### src/rtl/alu_frame_sequencer_pkg.sv
// Shared types for the ALU frame sequencer: scan FSM states and status widths.
package alu_frame_sequencer_pkg;

    typedef enum logic [1:0] {
        StIdle,
        StRun,
        StDrain,
        StDone
    } seq_state_e;

    localparam int unsigned FRAME_CNT_W = 8;

endpackage

### src/rtl/alu_pipe_delay.sv
// Fixed-depth shift register of {valid, addr} that tracks reads in flight through the
// buffer-read + ALU latency; the last stage drives the frame-buffer write side.
module alu_pipe_delay #(
    parameter int unsigned Depth = 2,
    parameter int unsigned AddrW = 17
) (
    input  logic             clk_i,
    input  logic             rst_ni,
    input  logic             hold_i,
    input  logic             valid_i,
    input  logic [AddrW-1:0] addr_i,
    output logic             valid_o,
    output logic [AddrW-1:0] addr_o,
    output logic             pending_o
);

    logic [Depth-1:0] valid_q;
    logic [AddrW-1:0] addr_q [Depth];

    always_ff @(posedge clk_i or negedge rst_ni) begin
        if (!rst_ni) begin
            valid_q <= '0;
            for (int i = 0; i < Depth; i++) begin
                addr_q[i] <= '0;
            end
        end else if (!hold_i) begin
            valid_q[0] <= valid_i;
            addr_q[0]  <= addr_i;
            for (int i = 1; i < Depth; i++) begin
                valid_q[i] <= valid_q[i-1];
                addr_q[i]  <= addr_q[i-1];
            end
        end
    end

    // Entries still behind the output stage; the output entry itself is excluded.
    always_comb begin
        pending_o = 1'b0;
        for (int i = 0; i < Depth - 1; i++) begin
            pending_o = pending_o | valid_q[i];
        end
    end

    assign valid_o = valid_q[Depth-1];
    assign addr_o  = addr_q[Depth-1];

endmodule

### src/rtl/alu_frame_sequencer.sv
// Raster-scans the interior of a stored frame, issuing processing-buffer reads and the
// matching delayed frame-buffer writes; latches the kernel select for the whole frame.
module alu_frame_sequencer
    import alu_frame_sequencer_pkg::*;
#(
    parameter int unsigned IMG_W    = 320,
    parameter int unsigned IMG_H    = 240,
    parameter int unsigned AW_P     = 17,
    parameter int unsigned AW_F     = 17,
    parameter int unsigned PIPE_LAT = 2,
    parameter int unsigned KSEL_W   = 2
) (
    input  logic                   CLK100MHZ,
    input  logic                   rst_n,
    input  logic                   start,
    input  logic                   stall,
    input  logic [KSEL_W-1:0]      kernel_sel,
    output logic [KSEL_W-1:0]      kernel_sel_q,
    output logic [AW_P-1:0]        raddr_alu,
    output logic [AW_F-1:0]        waddr_alu,
    output logic                   wen_alu,
    output logic                   busy,
    output logic                   done,
    output logic [FRAME_CNT_W-1:0] frame_cnt
);

    localparam int unsigned XW = $clog2(IMG_W);
    localparam int unsigned YW = $clog2(IMG_H);

    seq_state_e       state_q;
    logic [XW-1:0]    x_q;
    logic [YW-1:0]    y_q;
    logic [AW_P-1:0]  row_base_q;
    logic             issue_valid_q;

    logic             pipe_hold;
    logic             pipe_valid;
    logic             pipe_pending;
    logic [AW_F-1:0]  pipe_addr;
    logic [AW_F-1:0]  issue_addr;
    logic             row_end;
    logic             last_pixel;

    assign row_end    = (x_q == XW'(IMG_W - 2));
    assign last_pixel = row_end && (y_q == YW'(IMG_H - 2));
    assign issue_addr = AW_F'(raddr_alu);

    // The delay line only moves while a frame is in flight and memory is available.
    assign pipe_hold = stall || !((state_q == StRun) || (state_q == StDrain));

    always_ff @(posedge CLK100MHZ or negedge rst_n) begin
        if (!rst_n) begin
            state_q       <= StIdle;
            x_q           <= XW'(1);
            y_q           <= YW'(1);
            row_base_q    <= AW_P'(IMG_W);
            issue_valid_q <= 1'b0;
            raddr_alu     <= '0;
            kernel_sel_q  <= '0;
            busy          <= 1'b0;
            done          <= 1'b0;
            frame_cnt     <= '0;
        end else begin
            done <= 1'b0;
            case (state_q)
                // start is taken regardless of stall so a one-cycle pulse is never lost.
                StIdle: begin
                    if (start) begin
                        state_q      <= StRun;
                        kernel_sel_q <= kernel_sel;
                        x_q          <= XW'(1);
                        y_q          <= YW'(1);
                        row_base_q   <= AW_P'(IMG_W);
                        busy         <= 1'b1;
                    end
                end
                StRun: begin
                    if (!stall) begin
                        issue_valid_q <= 1'b1;
                        raddr_alu     <= row_base_q + AW_P'(x_q);
                        if (last_pixel) begin
                            state_q <= StDrain;
                        end
                        if (row_end) begin
                            x_q        <= XW'(1);
                            y_q        <= y_q + YW'(1);
                            row_base_q <= row_base_q + AW_P'(IMG_W);
                        end else begin
                            x_q <= x_q + XW'(1);
                        end
                    end
                end
                StDrain: begin
                    if (!stall) begin
                        issue_valid_q <= 1'b0;
                        // Only the output stage is left, and it is written this cycle.
                        if (!issue_valid_q && !pipe_pending) begin
                            state_q   <= StDone;
                            done      <= 1'b1;
                            busy      <= 1'b0;
                            frame_cnt <= frame_cnt + FRAME_CNT_W'(1);
                        end
                    end
                end
                StDone: begin
                    state_q <= StIdle;
                end
                default: begin
                    state_q <= StIdle;
                end
            endcase
        end
    end

    alu_pipe_delay #(
        .Depth (PIPE_LAT),
        .AddrW (AW_F)
    ) u_pipe_delay (
        .clk_i     (CLK100MHZ),
        .rst_ni    (rst_n),
        .hold_i    (pipe_hold),
        .valid_i   (issue_valid_q),
        .addr_i    (issue_addr),
        .valid_o   (pipe_valid),
        .addr_o    (pipe_addr),
        .pending_o (pipe_pending)
    );

    assign wen_alu   = pipe_valid & ~stall;
    assign waddr_alu = pipe_addr;

endmodule

### config.mk
export PLATFORM = sky130hd
export DESIGN_NAME = alu_frame_sequencer
export DESIGN_NICKNAME = d
export VERILOG_FILES = /design/src/rtl/alu_frame_sequencer_pkg.sv /design/src/rtl/alu_pipe_delay.sv /design/src/rtl/alu_frame_sequencer.sv
export SDC_FILE = /design/constraint.sdc
export NUM_CORES = 1
export LEC_CHECK = 0
export CAP_MARGIN = 20
export CORE_AREA = 2 2 104 106
export CTS_CLUSTER_SIZE = 20
export DETAILED_ROUTE_END_ITERATION = 12
export DIE_AREA = 0 0 106 108
export GPL_TIMING_DRIVEN = 1
export PLACE_DENSITY = 0.67
export SLEW_MARGIN = 10
export SYNTH_ARGS = -nofsm -noshare
export SYNTH_HDL_FRONTEND = slang
export SYNTH_SLANG_ARGS = --single-unit
### constraint.sdc
create_clock -name CLK100MHZ -period 4.5 [get_ports CLK100MHZ]
set_input_delay 0.9 -clock CLK100MHZ [delete_from_list [all_inputs] [get_ports CLK100MHZ]]
set_output_delay 0.9 -clock CLK100MHZ [all_outputs]
set_load 0.05 [all_outputs]
# Word-level counts from Yosys, hierarchy flattened
# Cells that the tools add are included.
# word_totals
reg_bits	102
word_cells	78
in_bits	6
out_inout_bits	47
# classes
n_mux	28
add_sub_neg	5
n_bitwise	2
n_reduce_logical	19
eq_ne	11
# op_table
cell	n
17-bit two-way mux	3
17-bit case mux with 2 select lines	1
9-bit two-way mux	3
8-bit two-way mux	3
9-bit case mux with 2 select lines	1
17-bit by 9-bit adder with 17-bit output	1
17-bit by 9-bit adder with 17-bit output (second input constant)	1
8-bit by 1-bit adder with 8-bit output (second input constant)	2
8-bit case mux with 2 select lines	1
2-bit two-way mux	5
2-bit inequality test (second input constant)	5
9-bit by 1-bit adder with 9-bit output (second input constant)	1
9-bit equality test (second input constant)	1
3-bit AND reduction	3
8-bit equality test (second input constant)	1
1-bit two-way mux	8
2-bit case mux with 4 select lines	1
4-bit AND reduction	2
2-bit nonzero test	3
5-bit AND reduction	1
2-bit equality test (second input constant)	2
1-bit case mux with 2 select lines	2
2-bit AND reduction	2
1-bit zero test	3
other kinds (7)	9

# Longest topological paths before layout
# Gate-level depths: netlist of run 1.
# depth
depth_word	5
ltp_mapped	8
ltp_nobuf	6

# By module
# A second synthesis of run 1 with hierarchy kept.
# hier_totals
hier_cells	410
hier_area_um2	4715.8
# modules_own_cells
module	area_each_um2	cells_per_inst	instances	seq_area_each_um2
alu_frame_sequencer	3098.0	317	1	1506.4
alu_pipe_delay	1617.8	93	1	900.9

# Worst setup path before layout of run 1
# OpenSTA, ideal clock, no wires.
# synth_timing
kind	input to output
start	input stall
end	output wen_alu
setup_slack_ps	2011
cell_stages	1
n_path_buf	0
t_required_ps	3600
t_arrival_ps	1589
path_cell_list	nor2b_1
# synth_via
elab_chain_cells	2
# synth_rtl
item	line	source
from (decl)	alu_frame_sequencer.sv:16	input logic stall,
1-bit inverter (no line)	n/a	
1-bit bitwise AND	alu_frame_sequencer.sv:129	assign wen_alu = pipe_valid & ~stall;
to (decl)	alu_frame_sequencer.sv:21	output logic wen_alu,
# Every way passes these cells.

# Worst setup path in the final report of run 1
# Same ends and word-level chain as after synthesis.

==> results, run 1 <==
- The flip-flop and latch area is 2407 um^2.
- The post-route clock period utilization is 0.7653.
- Dividing the detail-routed via count by the number of cells gives 5.420.
- The most critical setup path has its endpoint at wen_alu.
- In the synthesized netlist the async set-or-reset flop fraction comes to 1.000.
- For the pin with the worst max-slew slack, the measured transition is 0.9556 ns.
- The share of the Yosys chip area taken by registers is 0.5247.
- The count of input and output buffers is 52.
- The number of nets in the synthesized netlist is 422.
- The final hold violation count is 0.
- Setup repair after global routing left no endpoint under its margin.
- The number of max-slew violations in the final report is 0.
- Of the total power, combinational logic draws 0.219.
- The complex-gate fraction of the synthesized area came to 0.09708.
- The initial core utilization is 0.4485.
- The largest driver fanout on the critical path is 7.
- The net total in the final layout is 452.
- The total of hold buffers inserted after clock tree synthesis is 0.
- Across every metal layer, demand over resource in global routing totals 0.1709.
- The number of flops mapped to enable cells by yosys is 0.
- The total setup violations reported at the end of the flow is 0.
- The number of diodes added for antenna fixing is 0.
- The first detailed-routing pass ran for 4 iterations.
- After detailed routing, the number of remaining DRC violations is 0.
- Along the worst hold path, the cell count comes to 1.
- The count of cell types in the netlist is 46.
- The pre-CTS worst setup slack is 1.056 ns.
- The multi-input combinational cells in the finished layout cover a total of 1928 um^2.
- The die width is 106 um.
- Of the total synthesized cell area, the portion taken by full adders, half adders and majority gates is 0.03272.
- The CTS root buffer is clkbuf_8.
- Leaving out filler cells and counting taps, the final layout contains 574.
- The most used flip-flop cell after synthesis is dfrtp_1.
- The worst setup slack for register-to-register paths is 1.96 ns.
- For this design, the sink count on the clock tree is 96.
- The total number of yosys warnings is 0.
- In this run the critical register-to-register path is launched from state_q[1].
- The final antenna-violating net count is 0.
- After clock tree synthesis, the repair step resized 0 gates.
- Data on the critical path is required at its endpoint by 3.60 ns.
- The kind of start point of the critical path is a primary input.
- The depth of the worst register-to-register path is 6.
- Tracing the worst setup path back leads to its startpoint at stall.
- The run finished with clean final reports.
- The detailed router finished its first iteration with 150 violations.
- Max-cap violations in this run came to 0.
- The final critical path time including I/O delays and setup is 3.444 ns.
- Of the total synthesized cell area, the portion taken by AND, OR, NAND and NOR gates is 0.1298.
- The estimated wirelength of the detail-placed design is 6074 um.
- The floorplan has 37 rows.
- The most frequent standard cell in the layout excluding fill and tap cells is dfrtp_1.
- The floorplan step set the die height to 108 um.
- TritonCTS built the clock tree.
- The die covers 11450 um^2.
- After detailed placement, the total cell area comes to 5080 um^2.
- The portion of synthesized area spent on multiplexers is 0.1224.
- Of the total power, the share spent switching nets is 0.3127.
- In the layout the commonest cells are dfrtp_1, clkdlybuf4s50_1, mux2_2.
- The clock transition at the registers of the reported paths is 0.09 ns.
- The number of filler instances in the final layout is 879.
- The instance count of the mapped netlist is 404.
- The largest net degree at the start of global routing is 77.
- The number of levels in the clock H-tree is 3.
- The floorplan step defined a core boundary enclosing 10230 um^2.
- After synthesis the netlist holds a flip-flop and latch count of 96.
- For the final routed database, the setup TNS stands at 0 ns.
- The kind of end point of the critical path is an output pin.
- The mean instance size in the synthesized netlist is 11.36 um^2.
- The clock insertion delay at the later pin of the skew report is 0.37 ns.
- The relative slew slack is 0.3629.
- The switching power total is 668.3 uW.
- The static power due to leakage is 0.002284 uW.
- At the end of routability-driven placement, the weighted congestion stood at 0.8141.
- The routed length per placed instance is 15.25 um.
- For this block, the via count after detailed routing is 3111.
- The number of antenna violations at the first check in global routing is 0.
- Summing all non-filler instances in the final layout gives an area of 5299 um^2.
- The endpoint identified for the worst register-to-register timing path is y_q[6].
- The internal power of the cells totals 1469 uW.
- Summing every instance area after synthesis gives 4588 um^2.
- The upper clock frequency limit is 290.4 MHz.
- Post-CTS timing repair inserted 0 buffers for setup.
- The part of the power in registers is 0.491.
- At the worst endpoint, the arrival time is 2.54 ns.
- By startpoint and endpoint, the worst setup path is classified as primary input to output pin.
- The class of the worst hold path is flop to flop.
- VDD sags by at most 0.2241 mV.
- In this run, placement finished with an instance count of 559.
- The post-route clock skew is 0.01569 ns.
- The layout cell share with drive strength beyond 1 is 0.1735.
- Relative to the synthesized area, the layout overhead comes to 15.49%.
- Power spread over the standard cell area amounts to 403.4 nW/um^2.
- The clock power share is 0.290.
- The via count of the first global-routing pass was 3207.
- The clock passes through at most 2 buffers.
- Wires add up to 8756 um.
- The number of clock buffers added by TritonCTS is 9.
- Summed over all layers, the global routing overflow is 0.
- The top-level port count is 53.
- Of the total synthesized cell area, the portion taken by XOR and XNOR cells is 0.03818.
- By area, the combinational part of the netlist is dominated by simple AND/OR/NAND/NOR gates.
- The first-pass GRT wire length is 15400 um.
- The final worst setup slack is 1.056 ns.
## logic make-up after synthesis
logic type	count (synthesis)
muxes	50
DFF	96
adders and majority gates	12
buffers and inverters	46
xor gates and xnor gates	20
AOI/OAI and AO/OA	73
and+or+nand+nor	107
## critical path, stage by stage
cell and delay [ns]:
clkdlybuf4s50_1 0.59, nor2b_1 0.23, clkdlybuf4s50_1 0.83
## metal layers
layer  vias up  track usage  part of all wire
li1       1496            -                 -
met1      1532       0.2149              0.46
met2        66       0.2737              0.47
met3        17      0.04039             0.045
met4         0      0.09492             0.023
met5         -            0                 0
## state kept, by name, summed over array words and instances, names as in the netlist
| register | flops |
|---|---|
| busy | 1 |
| done | 1 |
| frame_cnt | 8 |
| issue_valid_q | 1 |
| kernel_sel_q | 2 |
| raddr_alu | 17 |
| row_base_q | 11 |
| state_q | 2 |
| u_pipe_delay.addr_o | 17 |
| u_pipe_delay.addr_q | 17 |
| u_pipe_delay.valid_q | 2 |
| x_q | 9 |
| y_q | 8 |
## power groups by stage
stage	clock network, uW	logic [uW]	registers (uW)
2_1_floorplan	0	286	1120
5_1_grt	676	500	1070
6_report	619	469	1050
3_5_place_dp	0	473	1070
4_1_cts	643	475	1050
3_3_place_gp	0	465	1060
## synthesized netlist by cell type, drive strengths merged (3+ instances only)
master | count | share of area
a211oi | 3 | 0.0049
a21oi | 21 | 0.023
a31o | 3 | 0.0057
a31oi | 3 | 0.0041
and3 | 3 | 0.0041
buf | 23 | 0.036
clkbuf | 12 | 0.010
dfrtp | 92 | 0.50
dfstp | 4 | 0.023
ha | 12 | 0.033
inv | 11 | 0.0090
mux2 | 46 | 0.11
mux2i | 4 | 0.0095
nand2 | 34 | 0.028
nand3 | 11 | 0.012
nand3b | 3 | 0.0049
nand4 | 11 | 0.016
nor2 | 13 | 0.011
nor4 | 3 | 0.0041
o21ai | 22 | 0.024
o31ai | 13 | 0.021
or3 | 4 | 0.0055
or4 | 10 | 0.016
xnor2 | 16 | 0.031
xor2 | 4 | 0.0076
## how the worst min path moves through the flow
stage / startpoint / to
after floorplan: u_pipe_delay.valid_q[1] / u_pipe_delay.valid_q[1]
after global placement: frame_cnt[7] / frame_cnt[7]
after detailed placement: frame_cnt[7] / frame_cnt[7]
after CTS: frame_cnt[7] / frame_cnt[7]
after global routing: frame_cnt[7] / frame_cnt[7]
final: frame_cnt[7] / frame_cnt[7]
## metrics by stage
step,total power [uW],hold WS (ns),utilization
after floorplan,1406,0.4711,-
after global placement,1530,0.4606,0.4965
after detailed placement,1542,0.4711,0.4965
after CTS,2169,0.4873,0.5179
after global routing,2244,0.4995,0.5179
final,2137,0.4798,0.5179
## final cells by class
type                       instances  share of cell area
clock inverter                     5             0.01535
clock buffer                      10             0.02597
multi-input combinational        262              0.3639
inverter                          11            0.007792
sequential                        96              0.4543
tap                              136             0.03211
timing repair buffer              54              0.1006
(Power assumes the default switching activity.)
==> run 2, diff against run 1 <==
- clock period: 4.5 -> 3.5 ns (I/O delays scaled with it)
==> run 2 against run 1 <==
  * Clock power rose by 27%
  * Non-clock buffer count rose by 3
  * Flip-flop and latch count did not move
==> results, run 2 (synthesis results as in run 1) <==
- The total routed wirelength is 8643 um (was 8756 um).
- In the finished design, the share of the clock period the worst path needs comes to 0.8287.
- The CTS root buffer was clkbuf_8 (unchanged).
- The ratio of total power to cell area is 514.5 nW/um^2 (was 403.4 nW/um^2).
- The upper clock frequency limit is 344.8 MHz.
- The number of antenna violations at the first check in global routing is 0 (unchanged).
- The number of non-filler instances in the completed layout was 578 (was 574).
- The clock insertion delay at the later pin of the skew report is 0.36 ns (was 0.37 ns).
- The final hold violation count is 0 (unchanged).
- The share of total power in combinational logic is 0.221 (was 0.219).
- The share of total power consumed by net switching is 0.3158 (was 0.3127).
- The maximum number of buffers from clock root to sink was 2 (unchanged).
- The total via count in the routed design is 3147 (was 3111).
- The post-route setup TNS came to 0 ns (unchanged).
- The post-cts sizing count came to 0 (unchanged).
- The iteration count of the initial detailed-routing pass is 6 (was 4).
- The final critical path time including I/O delays and setup is 2.900 ns.
- The final antenna-violating net count is 0 (unchanged).
- The number of max-slew violations in the final report is 0 (unchanged).
- The DRC violations left is 0 (unchanged).
- The largest net degree at the start of global routing came to 97 (was 77).
- The kind of end point of the critical path is an output pin (unchanged).
- The routed length per placed instance is 14.95 um (was 15.25 um).
- The cell internal power dissipation came to 1877 uW (was 1469 uW).
- The post-synthesis to final-layout area growth is 16.25% (was 15.49%).
- The most frequent standard cell in the layout excluding fill and tap cells is dfrtp_1 (unchanged).
- The wire length on met3 is 431 um (was 391 um).
- The net total in the final layout is 455 (was 452).
- The overall power of the completed layout is 2744 uW (was 2137 uW).
- The total of hold buffers inserted after clock tree synthesis is 0 (unchanged).
- The clock transition at the registers of the reported paths came to 0.10 ns (was 0.09 ns).
- The via count of the first global-routing pass is 3035 (was 3207).
- The pin slew with the least headroom to its limit is 0.8333 ns (was 0.9556 ns).
- The average vias per placed instance was 5.445 (was 5.420).
- The floorplan die height is 108 um (unchanged).
- RSZ-0062 raised after global routing: false (unchanged).
- The sink count of the clock tree is 96 (unchanged).
- The die width was 106 um (unchanged).
- The sum of overflow across all layers after global routing is 0 (unchanged).
- The placer congestion estimate is 0.8408 (was 0.8141).
- The number of diodes added for antenna fixing is 0 (unchanged).
- The largest driver fanout on the critical path was 2 (was 7).
- The count of placed standard cells including taps is 562 (was 559).
- Status: complete, no violations (unchanged).
- The number of levels in the clock H-tree came to 3 (unchanged).
- The class of the worst hold path was primary input to async pin (was flop to flop).
- The data arrival time of the critical path came to 2.20 ns (was 2.54 ns).
- The required time of the worst setup path was 2.80 ns (was 3.60 ns).
- The CTS tree is built (unchanged).
- The estimated wirelength of the detail-placed design is 6131 um (was 6074 um).
- The post-CTS setup-driven buffer insertion count is 0 (unchanged).
- The post-route clock skew is 0.01564 ns (was 0.01569 ns).
- The smallest hold slack is 0.3860 ns (was 0.4798 ns).
- The number of violations reported at the end of detailed-routing iteration 0 is 218 (was 150).
- The initial core utilization is 0.4485 (unchanged).
- The total met2 wirelength after detailed routing is 3958 um (was 4146 um).
- The kind of start point of the critical path is a primary input (unchanged).
- The final worst setup slack is 0.5996 ns (was 1.056 ns).
- The pre-CTS worst setup slack was 0.6195 ns (was 1.056 ns).
- The aggregate global-route resource usage is 0.1641 (was 0.1709).
- Commonest cells after routing, fill and taps aside: dfrtp_1, clkdlybuf4s50_1, mux2_2 (unchanged).
- The worst supply voltage drop on vdd is 0.3052 mV (was 0.2241 mV).
- The top-level port count is 53 (unchanged).
- The total setup violations reported at the end of the flow is 0 (unchanged).
- The layout cell share with drive strength beyond 1 came to 0.1810 (was 0.1735).
- The clock power share was 0.287 (was 0.290).
- The die outline area is 11450 um^2 (unchanged).
- The first-pass GRT wire length came to 14970 um (was 15400 um).
- The switching power total was 866.6 uW (was 668.3 uW).
- The number of filler instances in the final layout is 895 (was 879).
- The core area is 10230 um^2 (unchanged).
- The static power due to leakage is 0.002305 uW (was 0.002284 uW).
- The type of the setup path with the least slack was primary input to output pin (unchanged).
- The total clock buffers created by CTS is 9 (unchanged).
- The routed length on met1 was 4145 um (was 4017 um).
- The number of max-cap violations is 0 (unchanged).
- The highest metal layer with signal wires is met4 (unchanged).
- The count of input and output buffers came to 52 (unchanged).
- The part of the power in registers is 0.492 (was 0.491).
- The relative slew slack is 0.4444 (was 0.3629).
- The number of placement rows was 37 (unchanged).
run 2: cell count changes in the layout (fill, tap and decap cells not counted), sizes merged:
| cell | before | now |
|---|---|---|
| buf | 3 | 6 |
| clkinv | 2 | 3 |
| inv | 11 | 12 |
| clkbuf | 10 | 9 |
run 2: power groups by stage:
stage / logic (uW) / registers [uW] / clock network, uW
2_1_floorplan: 367 / 1440 / 0
3_3_place_gp: 604 / 1370 / 0
3_5_place_dp: 612 / 1370 / 0
4_1_cts: 614 / 1350 / 813
5_1_grt: 645 / 1370 / 860
6_report: 606 / 1350 / 788
run 2: layout make-up:
class                   instances  area, um^2  share of cell area
well taps                     136       170.2             0.03190
clock inverters                 7       95.09             0.01783
inverters                      11       41.29            0.007741
clock buffers                   9       123.9             0.02322
repair buffers                 57       568.0              0.1065
flip-flops and latches         96        2407              0.4513
multi-input cells             262        1928              0.3615
run 2: metal layers:
metal	vias to the layer above	track usage
li1	1511	-
met1	1553	0.2301
met2	75	0.2535
met3	8	0.03737
met4	0	0.05545
met5	-	0
run 2: worst max-delay path: stages:
cell and delay (ns):
clkdlybuf4s50_1 0.47, nor2b_1 0.20, clkdlybuf4s50_1 0.83
run 2: per-stage QoR:
| stage | cell area, um^2 | utilization |
|---|---|---|
| 6_report | 5334 | 0.5213 |
| 5_1_grt | 5334 | 0.5213 |
| 3_5_place_dp | 5115 | 0.4999 |
| 2_1_floorplan | 4588 | - |
| 4_1_cts | 5334 | 0.5213 |
| 3_3_place_gp | 5115 | 0.4999 |
run 2: worst paths after layout:
| path | start | to | slack (ns) | depth (start not counted) |
|---|---|---|---|---|
| worst max-delay path | stall | wen_alu | 0.60 | 3 |
| worst min-delay path | rst_n | x_q[8] | 0.39 | 2 |
| worst max register to register | x_q[0] | y_q[2] | 0.94 | 6 |
| worst min register to register | frame_cnt[7] | frame_cnt[7] | 0.47 | 1 |
| max in group asynchronous | rst_n | row_base_q[8] | 2.73 | 2 |
| min in group CLK100MHZ | frame_cnt[7] | frame_cnt[7] | 0.47 | 1 |
==> run 3, diff against run 2 <==
- PLACE_DENSITY: 0.67 -> 0.69
- clock period: 3.5 -> 2.6 ns (I/O delays scaled with it)
==> run 3 against run 2 <==
  * Register-to-register slack got worse by 0.64 ns
  * Critical path depth is 4 higher
  * Clock-buffer cell count rose by 2
  * Die area did not move
  * Non-clock buffer count increased by 10
  * Total power grew 29%
  * Final cell count up 1.6%
  * Global-route usage grew 1.2 points
  * Clock power up 11%
  * Design area rose by 0.73%
  * Largest power group unchanged
==> results, run 3 (synthesis results as in run 1) <==
- The number of max-cap violations is 0 (unchanged).
- The sink count of the clock tree is 96 (unchanged).
- The clock insertion delay at the later pin of the skew report was 0.37 ns (was 0.36 ns).
- The final hold violation count is 0 (unchanged).
- The number of max-slew violations in the final report was 0 (unchanged).
- The net total in the final layout came to 465 (was 455).
- RSZ-0062 raised after global routing: false (unchanged).
- The start of the worst register-to-register path was x_q[0] (unchanged).
- The routed length per placed instance is 15.40 um (was 14.95 um).
- The layout cell share with drive strength beyond 1 is 0.1973 (was 0.1810).
- The total of hold buffers inserted after clock tree synthesis came to 0 (unchanged).
- The iteration count of the initial detailed-routing pass is 4 (was 6).
- The number of diodes added for antenna fixing came to 0 (unchanged).
- The total via count in the routed design is 3167 (was 3147).
- The capturing element of the worst setup path is row_base_q[13] (was wen_alu).
- Dividing the final minimum period by the clock period gives 0.8856.
- The top-level port count is 53 (unchanged).
- The DRC violations left is 0 (unchanged).
- Commonest cells after routing, fill and taps aside: dfrtp_1, clkdlybuf4s50_1, mux2_2 (unchanged).
- The total routed wirelength is 9037 um (was 8643 um).
- The die outline area is 11450 um^2 (unchanged).
- The kind of end point of the critical path is a flop (was output pin).
- The post-CTS setup-driven buffer insertion count is 0 (unchanged).
- The total setup violations reported at the end of the flow was 0 (unchanged).
- The post-route clock skew was 0.007660 ns (was 0.01564 ns).
- The final worst setup slack is 0.2974 ns (was 0.5996 ns).
- The post-synthesis to final-layout area growth is 17.10% (was 16.25%).
- The required time of the worst setup path came to 2.90 ns (was 2.80 ns).
- The pin slew with the least headroom to its limit is 0.7383 ns (was 0.8333 ns).
- The CTS tree was built (unchanged).
- The number of filler instances in the final layout is 913 (was 895).
- The clock transition at the registers of the reported paths is 0.09 ns (was 0.10 ns).
- The count of input and output buffers is 52 (unchanged).
- The post-cts sizing count is 0 (unchanged).
- The maximum number of buffers from clock root to sink is 2 (unchanged).
- The ratio of total power to cell area is 656.9 nW/um^2 (was 514.5 nW/um^2).
- The kind of start point of the critical path is a flop (was primary input).
- The aggregate global-route resource usage came to 0.1759 (was 0.1641).
- The post-route setup TNS is 0 ns (unchanged).
- The number of placement rows came to 37 (unchanged).
- The relative slew slack is 0.5078 (was 0.4444).
- The worst path in the final design needs a cycle of 2.303 ns, including I/O delays and setup.
- The upper clock frequency limit is 434.3 MHz.
- The class of the worst hold path is primary input to async pin (unchanged).
- The placer congestion estimate is 0.8666 (was 0.8408).
- Status: complete, no violations (unchanged).
- The CTS root buffer is clkbuf_8 (unchanged).
- The type of the setup path with the least slack is flop to flop (was primary input to output pin).
- The largest driver fanout on the critical path came to 17 (was 2).
- The beginning of the critical path was x_q[0] (was stall).
- The sum of overflow across all layers after global routing came to 0 (unchanged).
- The worst supply voltage drop on vdd is 0.3665 mV (was 0.3052 mV).
- The largest net degree at the start of global routing was 59 (was 97).
- The most frequent standard cell in the layout excluding fill and tap cells was dfrtp_1 (unchanged).
- The final antenna-violating net count is 0 (unchanged).
- The static power due to leakage is 0.002325 uW (was 0.002305 uW).
- The number of violations reported at the end of detailed-routing iteration 0 is 164 (was 218).
- The first-pass GRT wire length is 15700 um (was 14970 um).
- The depth of the worst register-to-register path is 7 (was 6).
- The worst setup slack for register-to-register paths is 0.30 ns (was 0.94 ns).
- The endpoint of the most critical register-to-register path is row_base_q[13] (was y_q[2]).
- The number of levels in the clock H-tree is 3 (unchanged).
- The total clock buffers created by CTS is 9 (unchanged).
- The via count of the first global-routing pass is 3092 (was 3035).
- The die width came to 106 um (unchanged).
- The estimated wirelength of the detail-placed design came to 6606 um (was 6131 um).
- The number of antenna violations at the first check in global routing is 0 (unchanged).
- The pre-CTS worst setup slack is 0.1270 ns (was 0.6195 ns).
- The initial core utilization was 0.4485 (unchanged).
- The data arrival time of the critical path is 2.60 ns (was 2.20 ns).
- The average vias per placed instance is 5.395 (was 5.445).
- The floorplan die height was 108 um (unchanged).
- The core area was 10230 um^2 (unchanged).
==> run 3: cell types whose count changed in the layout (fill, tap and decap cells not counted), sizes merged <==
cell,before,now
bufinv,2,0
clkinvlp,1,3
clkdlybuf4s50,51,50
inv,12,11
clkinv,3,1
buf,6,17
clkbuf,9,11
==> run 3: per-stage QoR <==
step	hold WS, ns	area (um^2)	total power, uW	cells	util
5_1_grt	0.2598	5373	3716	587	0.5251
3_5_place_dp	0.4683	5200	2691	572	0.5083
4_1_cts	0.2261	5373	3575	587	0.5251
3_3_place_gp	0.4610	5200	2662	572	0.5083
2_1_floorplan	0.2244	4588	2433	404	-
6_report	0.2157	5373	3529	587	0.5251
==> run 3: per-layer routing <==
metal / wire [um] / vias to the layer above / GRT usage
met5: 0 / - / 0
li1: - / 1530 / -
met2: 4308 / 61 / 0.2696
met1: 4253 / 1561 / 0.2400
met3: 286 / 15 / 0.03376
met4: 189 / 0 / 0.08929
==> run 3: area by class of cell <==
class	instances	area [um^2]	share of cell area
Timing Repair Buffer	67	653.1	0.1216
Tap cell	136	170.2	0.03167
Inverter	11	41.29	0.007685
Clock buffer	11	141.4	0.02632
Clock inverter	4	31.28	0.005822
Sequential cell	96	2407	0.4481
Multi-Input combinational cell	262	1928	0.3589
==> run 3: worst min-delay path by stage <==
stage / start / to / slack (ns)
global placement: frame_cnt[7] / frame_cnt[7] / 0.46
detailed placement: frame_cnt[7] / frame_cnt[7] / 0.47
CTS: rst_n / u_pipe_delay.addr_o[7] / 0.23
global route: rst_n / u_pipe_delay.addr_o[7] / 0.26
finish: rst_n / u_pipe_delay.addr_o[7] / 0.22
floorplan: rst_n / busy / 0.22
==> run 3: report_power, final <==
group	switching [uW]	internal, uW	leakage, uW
Combinational	506	328	0.00100
Sequential	155	1660	0.00125
Clock	506	370	0.0000776
Total	1170	2360	0.00233
==> run 3: critical path, stage by stage, from the launching register on <==
cell	delay [ns]
dfstp_2	0.40
inv_1	0.11
ha_1	0.16
nand4bb_1	0.24
o21a_1	0.40
buf_4	0.25
or4_1	0.52
a21oi_1	0.15
